**src/rtl/conv2d_engine_arbiter.sv**
```systemverilog
// conv2d_engine_arbiter: round-robin sequencer sharing one conv2d engine, with done handshake and watchdog
module conv2d_engine_arbiter #(
    parameter int NUM_REQ        = 4,
    parameter int SEL_WIDTH      = 2,
    parameter int TIMEOUT_CYCLES = 4096,
    parameter int CNT_WIDTH      = 16
) (
    input  logic                 clk,
    input  logic                 rst,
    input  logic [NUM_REQ-1:0]   req,
    output logic [NUM_REQ-1:0]   grant,
    output logic [SEL_WIDTH-1:0] sel,
    output logic                 eng_start,
    input  logic                 eng_done,
    output logic [NUM_REQ-1:0]   resp_valid,
    output logic                 timeout_err,
    output logic                 busy,
    output logic [CNT_WIDTH-1:0] job_count
);
    typedef enum logic [1:0] {IDLE, RUN, RELEASE} state_t;
    state_t state, state_nx;
    logic [SEL_WIDTH-1:0] rr_ptr, rr_ptr_nx, winner, sel_nx;
    logic [CNT_WIDTH-1:0] wdog, wdog_nx, job_count_nx;
    logic [NUM_REQ-1:0]   grant_nx, resp_valid_nx;
    logic                 eng_start_nx, timeout_err_nx, wd_hit;

    assign wd_hit = (TIMEOUT_CYCLES != 0) && (wdog == CNT_WIDTH'(TIMEOUT_CYCLES - 1));

    // first requester at or after rr_ptr, searching upward with wrap; lowest offset wins
    always_comb begin
        winner = '0;
        for (int i = NUM_REQ - 1; i >= 0; i--)
            if (req[(int'(rr_ptr) + i) % NUM_REQ]) winner = SEL_WIDTH'((int'(rr_ptr) + i) % NUM_REQ);
    end

    // state register
    always_ff @(posedge clk)
        state <= rst ? IDLE : state_nx;

    // next-state logic; done takes priority over the watchdog in RUN
    always_comb begin
        state_nx = state;
        case (state)
            IDLE:    state_nx = |req ? RUN : IDLE;
            RUN:     state_nx = (eng_done || wd_hit) ? RELEASE : RUN;
            RELEASE: state_nx = eng_done ? RELEASE : IDLE;
            default: state_nx = IDLE;
        endcase
    end

    // next values of the registered outputs and bookkeeping state
    always_comb begin
        grant_nx       = grant;
        sel_nx         = sel;
        eng_start_nx   = 1'b0;
        resp_valid_nx  = '0;
        timeout_err_nx = 1'b0;
        job_count_nx   = job_count;
        wdog_nx        = wdog;
        rr_ptr_nx      = rr_ptr;
        case (state)
            IDLE: if (|req) begin
                grant_nx     = NUM_REQ'(1) << winner;
                sel_nx       = winner;
                eng_start_nx = 1'b1;
                wdog_nx      = '0;
            end
            RUN: begin
                wdog_nx        = wdog + CNT_WIDTH'(1);
                eng_start_nx   = !(eng_done || wd_hit);
                resp_valid_nx  = eng_done ? grant : '0;
                job_count_nx   = eng_done ? job_count + CNT_WIDTH'(1) : job_count;
                timeout_err_nx = !eng_done && wd_hit;
            end
            RELEASE: if (!eng_done) begin
                grant_nx  = '0;
                rr_ptr_nx = SEL_WIDTH'((int'(sel) + 1) % NUM_REQ);
            end
            default: ;
        endcase
    end

    // output and bookkeeping registers
    always_ff @(posedge clk) begin
        if (rst) begin
            grant       <= '0;
            sel         <= '0;
            eng_start   <= 1'b0;
            resp_valid  <= '0;
            timeout_err <= 1'b0;
            busy        <= 1'b0;
            job_count   <= '0;
            wdog        <= '0;
            rr_ptr      <= '0;
        end else begin
            grant       <= grant_nx;
            sel         <= sel_nx;
            eng_start   <= eng_start_nx;
            resp_valid  <= resp_valid_nx;
            timeout_err <= timeout_err_nx;
            busy        <= state_nx != IDLE;
            job_count   <= job_count_nx;
            wdog        <= wdog_nx;
            rr_ptr      <= rr_ptr_nx;
        end
    end
endmodule

```
**config.mk**
```make
export PLATFORM = sky130hd
export DESIGN_NAME = conv2d_engine_arbiter
export DESIGN_NICKNAME = d
export VERILOG_FILES = /design/src/rtl/conv2d_engine_arbiter.sv
export SDC_FILE = /design/constraint.sdc
export NUM_CORES = 1
export LEC_CHECK = 0
export ABC_AREA = 1
export CORE_MARGIN = 1.5
export CORE_UTILIZATION = 40
export DETAILED_ROUTE_END_ITERATION = 8
export HOLD_SLACK_MARGIN = 0.1
export PLACE_DENSITY = 0.69
export SLEW_MARGIN = 30
export SYNTH_ARGS = -nofsm -noshare
export SYNTH_HDL_FRONTEND = slang
export SYNTH_SLANG_ARGS = --single-unit
```
**constraint.sdc**
```tcl
create_clock -name clk -period 2.27 [get_ports clk]
set_input_delay 0.454 -clock clk [delete_from_list [all_inputs] [get_ports clk]]
set_output_delay 0.454 -clock clk [all_outputs]
set_load 0.01 [all_outputs]
```
==> run metrics <==
Net Count, Synth=358; Peak VDD IR=0.363 mV; CTS Buffer Depth=2; RSZ-0062 raised after global routing=no; 1st-iter DRT viols=129; Fin. Hold Viols=0; non-filler cells, final=462; DIE HEIGHT=80.6 µm; vias in the first global route=2,069; top-area cell type share of the netlist area=0.407; FF+latch count, synth=49; max-cap violations=0; routed wire length=5.20 mm; DR vias=2,301; Post-CTS Setup Bufs=0; Critical Path AT=2200 ps; nets=395; largest net degree at the start of global routing=30; design area=0.00293 mm²; Setup crit start kind=input port; first-pass GRT wire length=8.79 mm; PortBufs=35; worst-path maximum fanout=12; Tightest Pin Transition=809 ps; top cell type by total area after synthesis=dfxtp_1; synth cell count leaders=nand2_1, dfxtp_1, inv_1, nor2_1, a21oi_1; Post-synth EDFFs=0; post-synthesis cell count=349; Area Growth Syn to Fin=21.5%; Initial Util=0.412; Inserted Diodes=0; CTS buffer count=5; Core Area=0.00585 mm²; DP Cell Count=454; Tcrit/Tclk final=0.871; status=completed; top-count cell post-synth=nand2_1; Detail Placement HPWL=3.75 mm; Area after DPL=0.00284 mm²; Synth area leaders=dfxtp_1, nand2_1, a21oi_1; drt pass-1 iters=4; H-tree Lvls=2; Worst Clk Skew=2.20 ps; gr usage total=0.172; io pins=36; Die ar.=0.00650 mm²; # DRC=0; setup ws final=292 ps; Clk Latency, worst-skew pair=300 ps; post-route ant nets=0; CP Capture Type=register; utilization after layout=0.500; post-cts sizing count=0; WS Path Type=input port to register; synthesized area=0.00241 mm²; count of cell types in the netlist=29; Static Leak=0.00109 µW; Rel. slew slack=0.458; # rows=28; Async S/R FF share, synth=0; GR Overflow Total=0; worst slack, placed=-35.9 ps; CTS root buffer=clkbuf_8; hold_buf cts=0; initial antenna violation count=0; share of cells above drive strength 1=0.0646; Final Wtd Congestion=0.807; Die W=80.6 µm; Avg Cell Area, Syn=6.90 µm²; Worst-path clk slew=90 ps; routed vias/inst=4.98; clk sink count=49; Worst EP required=2490 ps; sequential cell area fraction in the yosys report=0.407; Hold Crit Class=register to register; Power Dens Cells=567 mW/mm²; fmax=506 MHz; top_reg_cell synth=dfxtp_1; Hold Slack=467 ps; max-slew violations=0; synth warn=0; Final setup viols=0; TritonCTS clock tree=done; fin crit period=1980 ps; WL per Instance=11.3 µm
## cell usage in the layout, fill, tap and decap left out, types with 3 or more instances in the layout
master	instances
nor2_2	3
nand3_1	25
nor3_1	7
o21a_1	6
o21ai_0	23
clkdlybuf4s50_1	35
nand4_1	3
nor2_4	3
nor2_1	44
clkbuf_8	5
inv_1	44
a21oi_1	35
buf_4	4
nand2_1	73
dfxtp_1	49
a211oi_1	4
## power by group
| part | switching, µW | internal (µW) | leakage, µW |
|---|---|---|---|
| Clock | 298 | 218 | 0.0000374 |
| Combinational | 143 | 96.0 | 0.000653 |
| Sequential | 20.1 | 884 | 0.000397 |
## final timing paths
kind | slack, ps | depth (start not counted) | startpoint | end
worst max-delay path | 290 | 8 | req[3] | wdog[7]
worst min-delay path | 470 | 2 | grant[3] | resp_valid[3]
worst max register to register | 510 | 9 | state[0] | job_count[15]
worst min register to register | 470 | 2 | grant[3] | resp_valid[3]
## metrics by stage
step                setup TNS, ps  power (µW)
global route                    0        1740
floorplan                       0        1070
CTS                             0        1680
global placement                0        1160
detailed placement          -35.9        1160
finish                          0        1660
## area by class of cell
cell class / count / area (µm²)
clock inverter: 2 / 15.0
fill: 568 / 2920
timing repair buffer: 39 / 380
inverter: 46 / 173
tap: 75 / 93.8
clock buffer: 6 / 72.6
multi-input combinational: 245 / 1210
sequential: 49 / 981
## kinds of logic after synthesis
| logic type | share of synthesized area |
|---|---|
| AND/OR/NAND/NOR | 0.318 |
| XOR/XNOR | 0.00727 |
| adder cells (fa/ha/maj) | 0.0104 |
| buffers and inverters | 0.0899 |
| flip-flops | 0.407 |
| AO/OA/AOI/OAI | 0.167 |
## worst max-delay path: stages
cell             delay [ps]
clkdlybuf4s50_1         440
inv_1                    90
nand4_1                  90
nand2_1                  90
nor2_1                   50
nor2_1                  620
nand2_1                 100
a211oi_1                250
## routing by layer
metal,part of all wire,track usage
met5,0,0
met3,0.045,0.0386
met1,0.48,0.217
met2,0.46,0.291
met4,0.013,0.0534
## registers in the layout (all words and copies together) (netlist names)
| signal | flops |
|---|---|
| job_count | 16 |
| wdog | 16 |
| grant | 4 |
| resp_valid | 4 |
| rr_ptr | 2 |
| sel | 2 |
| state | 2 |
| busy | 1 |
| eng_start | 1 |
| timeout_err | 1 |
Note: power is estimated with default switching activity, not from simulation.
